**config.mk**
```make
export PLATFORM = sky130hd
export DESIGN_NAME = a_matrix_sampler
export DESIGN_NICKNAME = d
export VERILOG_FILES = /design/src/rtl/a_matrix_sampler.sv
export SDC_FILE = /design/constraint.sdc
export NUM_CORES = 1
export LEC_CHECK = 0
export CORE_ASPECT_RATIO = 0.75
export CORE_UTILIZATION = 48
export DETAILED_ROUTE_END_ITERATION = 6
export PLACE_DENSITY = 0.76
export SYNTH_ARGS = -nofsm -noshare
export SYNTH_HDL_FRONTEND = slang
export SYNTH_SLANG_ARGS = --single-unit
export TNS_END_PERCENT = 30
```
**constraint.sdc**
```tcl
create_clock -name clk -period 1.9 [get_ports clk]
set_input_delay 0.38 -clock clk [delete_from_list [all_inputs] [get_ports clk]]
set_output_delay 0.38 -clock clk [all_outputs]
set_load 0.05 [all_outputs]
```
**src/rtl/a_matrix_sampler.sv**
```systemverilog
// a_matrix_sampler: rejection sampler that turns the XOF byte stream into the
// public matrix A. Three bytes give two 12-bit candidates, and only values
// below Q are written out. The upstream XOF is reseeded once per polynomial.
// Optional build macro A_SAMPLER_STATS_EN adds reject/byte counters.
module a_matrix_sampler #(
   parameter int Kyber_Security = 3,
   parameter int Q              = 3329
) (
   input  logic        clk,
   input  logic        rst,
   input  logic        start,
   input  logic [7:0]  byte_in,
   input  logic        byte_valid,
   output logic        byte_ready,
   output logic        xof_restart,
   output logic [2:0]  xof_outer,
   output logic [2:0]  xof_inner,
   output logic        write_enable,
   output logic [7:0]  i,
   output logic [2:0]  inner_loop,
   output logic [2:0]  outer_loop,
   output logic [15:0] data_out,
   output logic        done
`ifdef A_SAMPLER_STATS_EN
   ,output logic [15:0] reject_count,
   output logic [15:0] byte_count
`endif
);

   typedef enum logic [3:0] {IDLE, SEED, B0, B1, B2, EMIT1, EMIT2, NEXT, DONE} state_t;

   localparam logic [11:0] QV   = 12'(Q);
   localparam logic [2:0]  KMAX = 3'(Kyber_Security - 1);

   state_t      state_q, state_d;
   logic [7:0]  b0_q, b0_d, b1_q, b1_d, b2_q, b2_d;
   logic [8:0]  cnt_q, cnt_d;
   logic [2:0]  inner_q, inner_d, outer_q, outer_d;
   logic        byte_ready_q, byte_ready_d, xof_restart_q, xof_restart_d;
   logic [2:0]  xof_outer_q, xof_outer_d, xof_inner_q, xof_inner_d;
   logic        write_enable_q, write_enable_d, done_q, done_d;
   logic [7:0]  i_q, i_d;
   logic [15:0] data_out_q, data_out_d;
   logic        hs, acc1, acc2;
   logic [11:0] d1, d2;
`ifdef A_SAMPLER_STATS_EN
   logic [15:0] rej_q, rej_d, bcnt_q, bcnt_d;
`endif

   // d1 is formed while b2 is still on the bus; d2 once b2 has been latched
   assign hs   = byte_valid && byte_ready_q;
   assign d1   = {b1_q[3:0], b0_q};
   assign d2   = {b2_q, b1_q[7:4]};
   assign acc1 = (d1 < QV);
   assign acc2 = (d2 < QV) && !cnt_q[8];

   // next-state and registered-output computation
   always_comb begin
      state_d        = state_q;
      b0_d           = b0_q;
      b1_d           = b1_q;
      b2_d           = b2_q;
      cnt_d          = cnt_q;
      inner_d        = inner_q;
      outer_d        = outer_q;
      byte_ready_d   = 1'b0;
      xof_restart_d  = 1'b0;
      xof_outer_d    = xof_outer_q;
      xof_inner_d    = xof_inner_q;
      write_enable_d = 1'b0;
      i_d            = i_q;
      data_out_d     = data_out_q;
      done_d         = done_q;
`ifdef A_SAMPLER_STATS_EN
      rej_d          = rej_q;
      bcnt_d         = (hs && bcnt_q != 16'hFFFF) ? bcnt_q + 16'd1 : bcnt_q;
`endif
      case (state_q)
         IDLE, DONE: begin
            if (start) begin
               state_d       = SEED;
               done_d        = 1'b0;
               cnt_d         = '0;
               inner_d       = '0;
               outer_d       = '0;
               xof_restart_d = 1'b1;
               xof_outer_d   = '0;
               xof_inner_d   = '0;
`ifdef A_SAMPLER_STATS_EN
               rej_d         = '0;
               bcnt_d        = '0;
`endif
            end
         end
         SEED: begin
            state_d      = B0;
            byte_ready_d = 1'b1;
         end
         B0: begin
            byte_ready_d = 1'b1;
            if (hs) begin
               b0_d    = byte_in;
               state_d = B1;
            end
         end
         B1: begin
            byte_ready_d = 1'b1;
            if (hs) begin
               b1_d    = byte_in;
               state_d = B2;
            end
         end
         B2: begin
            byte_ready_d = 1'b1;
            if (hs) begin
               b2_d           = byte_in;
               state_d        = EMIT1;
               byte_ready_d   = 1'b0;
               write_enable_d = acc1;
               data_out_d     = {4'b0, d1};
               i_d            = cnt_q[7:0];
               if (acc1) cnt_d = cnt_q + 9'd1;
`ifdef A_SAMPLER_STATS_EN
               else if (rej_q != 16'hFFFF) rej_d = rej_q + 16'd1;
`endif
            end
         end
         EMIT1: begin
            state_d        = EMIT2;
            write_enable_d = acc2;
            data_out_d     = {4'b0, d2};
            i_d            = cnt_q[7:0];
            if (acc2) cnt_d = cnt_q + 9'd1;
`ifdef A_SAMPLER_STATS_EN
            else if (rej_q != 16'hFFFF) rej_d = rej_q + 16'd1;
`endif
         end
         EMIT2: begin
            if (cnt_q[8]) state_d = NEXT;
            else begin
               state_d      = B0;
               byte_ready_d = 1'b1;
            end
         end
         NEXT: begin
            cnt_d = '0;
            if (inner_q < KMAX) begin
               inner_d = inner_q + 3'd1;
               state_d = SEED;
            end else if (outer_q < KMAX) begin
               inner_d = '0;
               outer_d = outer_q + 3'd1;
               state_d = SEED;
            end else begin
               state_d = DONE;
               done_d  = 1'b1;
            end
            if (state_d == SEED) begin
               xof_restart_d = 1'b1;
               xof_outer_d   = outer_d;
               xof_inner_d   = inner_d;
            end
         end
         default: state_d = IDLE;
      endcase
   end

   // state and output registers; rst overrides everything
   always_ff @(posedge clk) begin
      if (rst) begin
         state_q        <= IDLE;
         b0_q           <= '0;
         b1_q           <= '0;
         b2_q           <= '0;
         cnt_q          <= '0;
         inner_q        <= '0;
         outer_q        <= '0;
         byte_ready_q   <= 1'b0;
         xof_restart_q  <= 1'b0;
         xof_outer_q    <= '0;
         xof_inner_q    <= '0;
         write_enable_q <= 1'b0;
         i_q            <= '0;
         data_out_q     <= '0;
         done_q         <= 1'b0;
`ifdef A_SAMPLER_STATS_EN
         rej_q          <= '0;
         bcnt_q         <= '0;
`endif
      end else begin
         state_q        <= state_d;
         b0_q           <= b0_d;
         b1_q           <= b1_d;
         b2_q           <= b2_d;
         cnt_q          <= cnt_d;
         inner_q        <= inner_d;
         outer_q        <= outer_d;
         byte_ready_q   <= byte_ready_d;
         xof_restart_q  <= xof_restart_d;
         xof_outer_q    <= xof_outer_d;
         xof_inner_q    <= xof_inner_d;
         write_enable_q <= write_enable_d;
         i_q            <= i_d;
         data_out_q     <= data_out_d;
         done_q         <= done_d;
`ifdef A_SAMPLER_STATS_EN
         rej_q          <= rej_d;
         bcnt_q         <= bcnt_d;
`endif
      end
   end

   assign byte_ready   = byte_ready_q;
   assign xof_restart  = xof_restart_q;
   assign xof_outer    = xof_outer_q;
   assign xof_inner    = xof_inner_q;
   assign write_enable = write_enable_q;
   assign i            = i_q;
   assign inner_loop   = inner_q;
   assign outer_loop   = outer_q;
   assign data_out     = data_out_q;
   assign done         = done_q;
`ifdef A_SAMPLER_STATS_EN
   assign reject_count = rej_q;
   assign byte_count   = bcnt_q;
`endif

endmodule
```
== Word level (Yosys, flattened, before mapping) ==
Index checks and enable logic that the tools add are counted.
Storage, ports and cells
  word-level logic and storage cells: 99
  output and inout port bits: 40
  input port bits: 12
  register bits: 77
Cells by class
  muxes and demuxes: 41
  $lt $le $gt $ge: 4
  eq/ne operators: 18
  reductions and logical operators: 18
  add/subtract/negate cells: 3
Operator list (count)
  2-to-1 mux 9 bit: 4
  case mux 9 bit (4 select lines): 1
  case mux 16 bit (2 select lines): 1
  case mux 4 bit (8 select lines): 1
  2-to-1 mux 4 bit: 7
  < comparator 12 bit (second input constant): 2
  2-to-1 mux 3 bit: 8
  case mux 3 bit (2 select lines): 4
  != test 2 bit (second input constant): 9
  equality test 4 x 3 -> 1 bit (second input constant): 4
  2-to-1 mux 16 bit: 1
  case mux 8 bit (2 select lines): 1
  AND reduction 2 bit: 5
  adder 9 x 1 -> 9 bit (second input constant): 1
  equality test 4 x 1 -> 1 bit (second input constant): 2
  equality test 4 x 2 -> 1 bit (second input constant): 2
  2-to-1 mux 1 bit: 8
  2-to-1 mux 8 bit: 1
  AND reduction 4 bit: 2
  adder 3 x 1 -> 3 bit (second input constant): 2
  < comparator 3 x 2 -> 1 bit (second input constant): 2
  case mux 1 bit (2 select lines): 3
  AND reduction 5 bit: 1
  equality test 4 bit (second input constant): 1
  9 further kinds: 11

== Depth between registers and ports, before layout ==
Gate-level depths: netlist of the first run.
  depth after elaboration: 7
  gate-level depth with buffers: 7

== Worst setup path before layout of the first run ==
Ideal clock, no wire load.
  path type: reg-to-reg
  start point: reg byte_ready (netlist name)
  end point: reg xof_outer_q[1] (netlist: xof_outer[1])
  required time: 1833 ps
  buffers on the path: 1
  slack: -259 ps
  data arrival time: 2092 ps
  stages on the path, launching flop included: 7
  path through: dfxtp_1 nand2_1 o311a_1 or3_1 buf_2 or2_1 a21oi_2
RTL lines
  end signal, assigned: line 200  | xof_outer_q <= xof_outer_d;
  end, declared: line 40  | logic [2:0] xof_outer_q, xof_outer_d, xof_inner_q, xof_inner_d;

== Final worst setup path of the first run ==
  start point: reg b0_q[1]
  end point: reg cnt_q[6]
On the way
  longest elaborated chain between the ends: 3
RTL lines
  start, declared: line 36  | logic [7:0] b0_q, b0_d, b1_q, b1_d, b2_q, b2_d;
  start signal, assigned: line 172  | b0_q <= '0;
  start signal, assigned: line 192  | b0_q <= b0_d;
  < comparator 12 bit: line 54  | assign acc1 = (d1 < QV);
  != test 2 bit (no line)
  AND reduction 5 bit (no line)
  end signal, assigned: line 195  | cnt_q <= cnt_d;
  end, declared: line 37  | logic [8:0] cnt_q, cnt_d;
No other way between the ends.
A chain may end at the register's enable or synchronous reset.

==> results summary, run 1 <==
The endpoint identified for the worst register-to-register timing path is cnt_q[6]$_SDFFE_PP0P_. The signal arrival time at the worst endpoint is 2.15 ns. The overall fraction of global-route tracks in use is a little over a quarter. The minimum setup slack after placement is -0.501 ns. The launch point of the worst path is b0_q[1]$_SDFFE_PP0P_. In this run the remaining antenna-violating nets after routing total 0. The run finished, with violations left. After detailed routing, the average wire length per cell comes to 16.1 µm. The smallest setup slack after layout came out at -0.0209 ns. The part of the total power dissipated in combinational logic is 21.9%.

The top fanout value on the critical path is 6. The number of failing setup endpoints in the final timing report came out at 2. The fraction of synthesis flops using an asynchronous set or reset pin is 0%. Leaving out fill and tap cells, the most frequent cells in the layout are 68 x dfxtp_1, 59 x nor2_1, 52 x nand2_1, 46 x buf_4, 25 x mux2i_1. Synthesis inferred 73 register bits. The number of maximum-capacitance constraint violations is 0. For this run, the number of Yosys warnings is 0. The share of total power dissipated in sequential elements is 40.9%.

The number of cells produced by synthesis came out at 382. The fraction of the core area covered by cells at the end of the flow is 68.9%. The length in cells of the worst reg-to-reg path is 7.

Across all hold checks on the routed design, the worst slack comes to 0.395 ns. The clock sink count came out at 73. Setup total negative slack on the finished layout was measured at -0.0277 ns. The number of detailed-routing iterations run before antenna repair came out at 5.

The final clock skew came out at 0.00702 ns. The synthesized area came out at 3220 µm². The die is about 73 µm tall. The highest achievable clock rate is approximately 520 MHz. In this run, placement finished with an instance count of 522. The number of antenna cells inserted came out at 0. The final cycle utilization of the critical path is 101%. The finished cells cover around 4400 µm².

Setup repair after global routing could not meet its margin everywhere. The number of global-route vias before repair is around 2.9k. The checks that failed: setup timing. The average instance area after synthesis came out at 8.43 µm².

The total power draw came out at roughly 4 mW. STA classifies the critical path endpoint as a flip-flop. The power density normalized to cell area came out at 904 nW/µm². The analysis attributes to cell leakage a power of about 2.1 nW.

The H-tree was split into 3 levels. The clock latency of the later-clocked register in the worst-skew pair is 0.35 ns. The area added between synthesis and finish is 36.6%. The total DRC errors in the routed layout came out at 0. The required time of the worst setup path is 2.13 ns. The congestion estimate from routability-driven global placement came to between 0.8 and 0.9. The portion of total power attributed to the clock network is 37.2%. The clock-pin slew of the registers on the worst-case setup and hold paths came out at 0.08 ns.

The critical path endpoint is cnt_q[6]$_SDFFE_PP0P_. The number of top-level pins came out at 52. The detailed-route via count is 3109. For this block, the routed nets add up to 8670 µm of wire. The core area is 6380 µm². In this run the tool buffered the top-level ports with 47 buffer cells. The number of buffers between clock root and the deepest sink came out at 2. The worst setup path is of the flip-flop to flip-flop kind. The die covers 7040 µm². After synthesis, flip-flops and latches occupy 45.4% of the total area. The number of core rows came out at 25. The clock tree from TritonCTS is done. The internal portion of the total power is roughly 2.8 mW.

The distinct cell type count after synthesis is 50. The final number of max-transition violations is 0. The worst-case vdd ir drop is 0.510 mV.

In this run the clock root is driven by a clkbuf_8. The horizontal die dimension came out at around 97 µm. The count of placed standard cells in the final layout, fillers left out came out at 539. The path class of the tightest hold or removal check is primary input to flip-flop. Once placement finished, the instance area stood at roughly 4000 µm².

The leading cell type in the layout, fill and taps excluded is dfxtp_1. The slew at the pin with the worst max-slew slack came out at approximately 0.53 ns. The number of DRC markers in iteration 0 is 179. The total half-perimeter wirelength after legalization and detailed placement is 6040 µm. The number of enable-type register cells in the synthesized netlist is 0. In this run the critical register-to-register path is launched from b0_q[1]$_SDFFE_PP0P_. Once the floorplan was initialized, standard cells occupied 50.5% of the core.

The wire length of the first global-routing pass came out at 14100 µm. Net switching is 28.7% of the power. The leftover overflow at the end of global routing is 0. Entering global routing, the biggest net connects 39 pins. The number of antenna violations at the first check in global routing came to 0. The number of nets in the final layout is between 400 and 500. In the synthesized netlist the dominant register cell turns out to be dfxtp_1. Buffers inserted to repair hold after CTS numbered 0.

STA classifies the critical path startpoint as a flip-flop. The clock period minus final worst setup slack is 1.92 ns. The number of failing hold endpoints at the final stage came out at 0.

The reg2reg setup slack is -0.02 ns. The post-detailed-route via-to-cell ratio came out at between 5 and 6. The clock buffer count from CTS came out at 9. For this design the total switching power over the nets is around 1.1 mW. The share of layout cells above drive strength 1 is 21.8%. The worst slew margin relative to its limit is 65.0%.
## how the worst min path moves through the flow
stage          cells past startpoint                   endpoint  slack (ns)                      start
3_5_place_dp                       2  xof_inner[1]$_SDFFE_PP0P_        0.45  xof_inner[1]$_SDFFE_PP0P_
6_report                           2          i[1]$_SDFFE_PP0P_        0.39                        rst
4_1_cts                            2          i[1]$_SDFFE_PP0P_        0.40                        rst
2_1_floorplan                      2       b2_q[1]$_SDFFE_PP0P_        0.45       b2_q[1]$_SDFFE_PP0P_
5_1_grt                            2          i[0]$_SDFFE_PP0P_        0.41                        rst
3_3_place_gp                       2  xof_inner[0]$_SDFFE_PP0P_        0.45  xof_inner[0]$_SDFFE_PP0P_
## cell type report
class / count / area, µm²
timing repair buffer: 86 / 792
fill: 501 / 1980
inverter: 4 / 15.0
multi-input combinational: 279 / 1780
sequential: 73 / 1470
clock buffer: 9 / 124
tap: 81 / 101
clock inverter: 7 / 119
## kinds of logic after synthesis
family          count (synthesis)  synth area share (%)
flops                          73                  45.4
simple gates                  168                  24.3
buf+inv                        33                  4.47
mux                            25                  7.77
other cells                     1                 0.116
fa+ha+maj                       3                  1.17
compound gates                 79                  16.8
## synth_stat cells, drive strengths merged (2+ instances only)
library cell  instances  area [µm²]
o21ai                 8        40.0
nand2                54         203
nor2                 59         221
buf                   8        50.1
a22oi                 3        22.5
or4b                  2        20.0
o311ai                4        35.0
nand2b                3        18.8
clkbuf               21        78.8
o31ai                 5        37.5
o211ai                2        15.0
o41ai                 3        26.3
and3                  3        18.8
or3                   2        12.5
a21o                  3        22.5
a21oi                26         134
nor4                  3        18.8
or2                   4        25.0
nor3                 10        50.1
nand4                 5        31.3
ha                    3        37.5
inv                   4        15.0
dfxtp                73        1460
mux2i                25         250
and2                  3        18.8
or4                   4        30.0
nor3b                 3        22.5
a31oi                 4        25.0
nor2b                 2        12.5
a311oi               11        96.3
nand3                 7        35.0
## layer usage
layer  vias up  track usage (%)  part of all wire [%]
met5         -                0                     0
li1       1503                -                     -
met3        12             8.65                   7.1
met4         0             7.84                   1.4
met2       111             38.2                    46
met1      1483             37.4                    46
## power groups by stage
| stage | registers [mW] | logic [mW] | clock network [mW] |
|---|---|---|---|
| detailed placement | 1.66 | 0.773 | 0 |
| CTS | 1.62 | 0.839 | 1.49 |
| floorplan | 1.72 | 0.395 | 0 |
| global route | 1.63 | 0.932 | 1.55 |
| finish | 1.62 | 0.871 | 1.48 |
| global placement | 1.65 | 0.765 | 0 |
## worst max-delay path: stages, from the launching register on
cell,delay [ns]
dfxtp_2,0.33
or4_4,0.54
nor4_4,0.14
buf_4,0.17
o21bai_4,0.09
buf_4,0.17
o31ai_2,0.25
a21oi_1,0.12
## repair_timing
action                     CTS  global route
setup buffers                1             0
pin swaps                    2             0
setup endpoints to repair   20            45
cloned                       0             0
resized for setup           22            32
## registers in the layout (all words and copies together) (netlist names)
name,count
xof_restart,1
b2_q,8
state_q,4
outer_loop,3
xof_inner,3
inner_loop,3
byte_ready,1
write_enable,1
b1_q,8
data_out,12
xof_outer,3
i,8
done,1
b0_q,8
cnt_q,9
Note: power is estimated with default switching activity, not from simulation.
==> run 2, diff against run 1 <==
--- a/config.mk
+++ b/config.mk
@@ -5,6 +5,8 @@
 export SDC_FILE = /design/constraint.sdc
 export NUM_CORES = 1
 export LEC_CHECK = 0
+export ABC_CLOCK_PERIOD_IN_PS = 1900
+export CAP_MARGIN = 15
 export CORE_ASPECT_RATIO = 0.75
 export CORE_UTILIZATION = 48
 export DETAILED_ROUTE_END_ITERATION = 6
==> results of run 2 <==
No change in the layout: final DEF, timing and power equal those of run 1.
==> run 3, diff against run 2 <==
--- a/config.mk
+++ b/config.mk
@@ -5,7 +5,7 @@
 export SDC_FILE = /design/constraint.sdc
 export NUM_CORES = 1
 export LEC_CHECK = 0
-export ABC_CLOCK_PERIOD_IN_PS = 1900
+export ABC_CLOCK_PERIOD_IN_PS = 1750
 export CAP_MARGIN = 15
 export CORE_ASPECT_RATIO = 0.75
 export CORE_UTILIZATION = 48
==> constraint.sdc (replaced) <==
create_clock -name clk -period 1.75 [get_ports clk]
set_input_delay 0.35 -clock clk [delete_from_list [all_inputs] [get_ports clk]]
set_output_delay 0.35 -clock clk [all_outputs]
set_load 0.05 [all_outputs]
==> run 3 against run 2 <==
  * The run still ends with setup timing left
  * Die area unchanged
  * Final area increased by 2.3%
  * Global-route usage increased by 0.82 points
  * Sequential power increased by 8%
  * Sequential cell count unchanged
  * Power increased by 7.8%
  * Fmax decreased by 0.14%
  * Worst hold slack got worse by 0.060 ns
  * Largest cell class unchanged
==> results summary, run 3 (synthesized netlist as in run 1, its figures left out) <==
The total area of sequential cells is 1470 µm² (about the same). The final clock skew is 0.00855 ns (+0.00153 ns). The global placement routability congestion is 0.863 (-3.3%). The number of buffer and inverter stages on the critical path came out at 1 (-1).

The required time of the worst setup path is 2.04 ns (-0.09 ns). The leading cell type in the layout, fill and taps excluded is buf_4. The flow ran to the end, but the final reports show violations.

The worst-case vdd ir drop is 0.549 mV (+7.6%). The number of top-level pins is 52 (unchanged). The path length in cells of the critical path is 6 (-1). The detailed-route wire length per cell is 16.2 µm (+0.84%). The wire length of the first global-routing pass is 14500 µm (+3.2%). In the layout the commonest cells are 83 x buf_4, 67 x dfxtp_1, 59 x nor2_1, 50 x nand2_1, 25 x mux2i_1.

The proportion of power drawn by flip-flops and latches is 41.0% (about the same). The count of buffers from port buffering is 47 (unchanged). The highest layer touched by signal routing is met4. The post-detailed-route via-to-cell ratio came out at 5.79 (+0.39%).

The horizontal die dimension is 96.6 µm (unchanged). The part of the total power dissipated in combinational logic came out at 24.7% (+2.8 points). The kind of cell with the highest combined delay along the critical path is simple AND/OR/NAND/NOR gates. The number of H-tree levels is 3 (unchanged).

The worst setup path is launched from a flip-flop. The net switching share of the total power is 30.3% (+1.6 points). The clock sink count is 73 (unchanged). The final reports fail on setup timing. The number of detailed-routing iterations run before antenna repair is 5 (unchanged). The number of antenna cells inserted came to 0 (unchanged). The largest incremental delay on the critical path is 0.55 ns (about the same). The number of maximum-capacitance constraint violations is 0 (unchanged). The reg2reg setup slack is -0.17 ns (-0.15 ns). The highest achievable clock rate is 520 MHz (-0.14%). The smallest setup slack after layout was -0.174 ns (-0.153 ns). The total length of routed met3 wires came out at 681 µm (+11%). The clock-pin slew of the registers on the worst-case setup and hold paths came out at 0.08 ns (about the same). The clock buffer count from CTS was 9 (unchanged). The number of antenna violations at the first check in global routing came to 0 (unchanged). The length in cells of the worst reg-to-reg path came out at 6 (-1).

The clock latency of the later-clocked register in the worst-skew pair is 0.36 ns (about the same). In this run the worst setup path begins at b0_q[1]$_SDFFE_PP0P_. The number of flip-flops under the largest register name is 12 (unchanged).

The met2 layer wire length in the routed design came out at 4070 µm (+2.0%). The portion of total power attributed to the clock network is 34.3% (-2.9 points). The number of failing hold endpoints at the final stage came out at 0 (unchanged).

The worst-case hold slack came to 0.334 ns (-0.0604 ns). The final wirelength is 9050 µm (+4.4%). The final number of max-transition violations is 0 (unchanged). The top fanout value on the critical path came to 7 (+1). The number of DRC markers in iteration 0 is 197 (+10%). The minimum setup slack after placement came to -0.630 ns (-0.129 ns).

The core area came out at 6380 µm² (unchanged). The number of buffers between clock root and the deepest sink came out at 2 (unchanged). The startpoint of the lowest-slack register-to-register path is b0_q[1]$_SDFFE_PP0P_. The total internal power came to 2.99 mW (+5.4%).

The most critical setup path has its endpoint at cnt_q[0]$_SDFFE_PP0P_. In this run the critical register-to-register path is captured at cnt_q[0]$_SDFFE_PP0P_. The area of combinational cells with multiple inputs came out at 1810 µm² (+1.9%). The area after detailed placement is 4030 µm² (+1.8%). Compared with the post-synthesis result, the final layout area differs by 39.7%. The number of global-route vias before repair came out at 2987 (+4.3%). The number of filler cells placed in the layout came to 491 (-2.0%). The kind of critical path is flip-flop to flip-flop. The signal arrival time at the worst endpoint is 2.22 ns (+0.07 ns). The reported net switching power came out at 1.30 mW (+14%). The detailed-route via count is 3231 (+3.9%). The number of failing setup endpoints in the final timing report was 14 (+12). The total half-perimeter wirelength after legalization and detailed placement was 6100 µm (+0.98%). The leftover overflow at the end of global routing came out at 0 (unchanged). The number of nets in the final layout is 487 (+4.1%). The clock period minus final worst setup slack came out at 1.92 ns (+0.00277 ns). The fraction of the core area covered by cells at the end of the flow came out at 70.5% (+1.6 points). The total DRC errors in the routed layout is 0 (unchanged). The largest net degree at the start of global routing came to 50 (+28%). The number of core rows came out at 25 (unchanged). The overall die height came out at 72.9 µm (unchanged). The path class of the tightest hold or removal check is primary input to flip-flop. The cell count of the worst hold path came out at 2 (unchanged). Walking the worst path, the cells encountered are or4_4, nor4_4, buf_4, o21bai_4, or4_1, a21oi_2.

The critical path capture point type is a flip-flop. The final cycle utilization of the critical path was 110% (+8.8 points). TritonCTS built the clock tree.

The wire length on met1 came out at 4150 µm (+5.0%). The static leakage power is 1.98 nW (-6.6%). The slowest cell on the critical path is or4_4. The area enclosed by the die boundary was 7040 µm² (unchanged). The power density normalized to cell area came out at 953 nW/µm² (+5.4%). The accumulated negative setup slack is -1.11 ns (-1.08 ns).

Setup repair after global routing could not meet its margin everywhere. The number of antenna-violating nets in the routed design is 0 (unchanged). CTS placed an instance of clkbuf_8 at the clock tree root. The overall fraction of global-route tracks in use is 27.3% (+0.82 points).

The share of layout cells above drive strength 1 came out at 32.1% (+10 points). The effective utilization at floorplan was 50.5% (unchanged). The area of all placed cells without fillers came to 4500 µm² (+2.3%).
==> run 3: worst min path at each step <==
stage | startpoint | end | slack, ns
final | rst | state_q[2]$_SDFFE_PP0P_ | 0.33
after global routing | rst | state_q[2]$_SDFFE_PP0P_ | 0.33
after CTS | rst | state_q[2]$_SDFFE_PP0P_ | 0.32
after detailed placement | xof_inner[0]$_SDFFE_PP0P_ | xof_inner[0]$_SDFFE_PP0P_ | 0.45
after global placement | xof_inner[0]$_SDFFE_PP0P_ | xof_inner[0]$_SDFFE_PP0P_ | 0.44
after floorplan | b2_q[1]$_SDFFE_PP0P_ | b2_q[1]$_SDFFE_PP0P_ | 0.45
==> run 3: layout make-up <==
class | instances | area share [%]
sequential | 73 | 32.7
multi-input combinational | 279 | 40.3
inverter | 4 | 0.334
timing repair buffer | 105 | 19.6
clock buffer | 10 | 2.84
tap | 81 | 2.25
clock inverter | 6 | 2.03
==> run 3: repair_timing <==
action | 4_1_cts | 5_1_grt
gates resized for setup | 29 | 21
setup buffers | 0 | 4
setup endpoints to repair | 47 | 50
pin swaps | 15 | 5
hold buffers | 0 | 0
==> run 3: power by group through the flow <==
stage,registers [mW],clock network (mW),logic (mW)
finish,1.75,1.47,1.06
global route,1.76,1.56,1.13
CTS,1.75,1.48,0.951
detailed placement,1.78,0,0.851
global placement,1.78,0,0.834
floorplan,1.87,0,0.431
==> run 3: per-stage QoR <==
stage | power [mW] | instances
after floorplan | 2.30 | 385
after global placement | 2.61 | 538
after detailed placement | 2.63 | 538
after global routing | 4.45 | 558
after CTS | 4.18 | 554
final | 4.28 | 558
==> run 3: worst reg2reg max path: stages (launching register included) <==
cell and delay, ns:
dfxtp_2 0.33, or4_4 0.55, nor4_4 0.15, buf_4 0.17, o21bai_4 0.09, or4_1 0.43, a21oi_2 0.14
==> run 3: routing by layer <==
layer / vias to the layer above / GRT usage (%)
li1: 1536 / -
met1: 1550 / 38.4
met2: 128 / 39.4
met3: 17 / 8.65
met4: 0 / 8.99
met5: - / 0
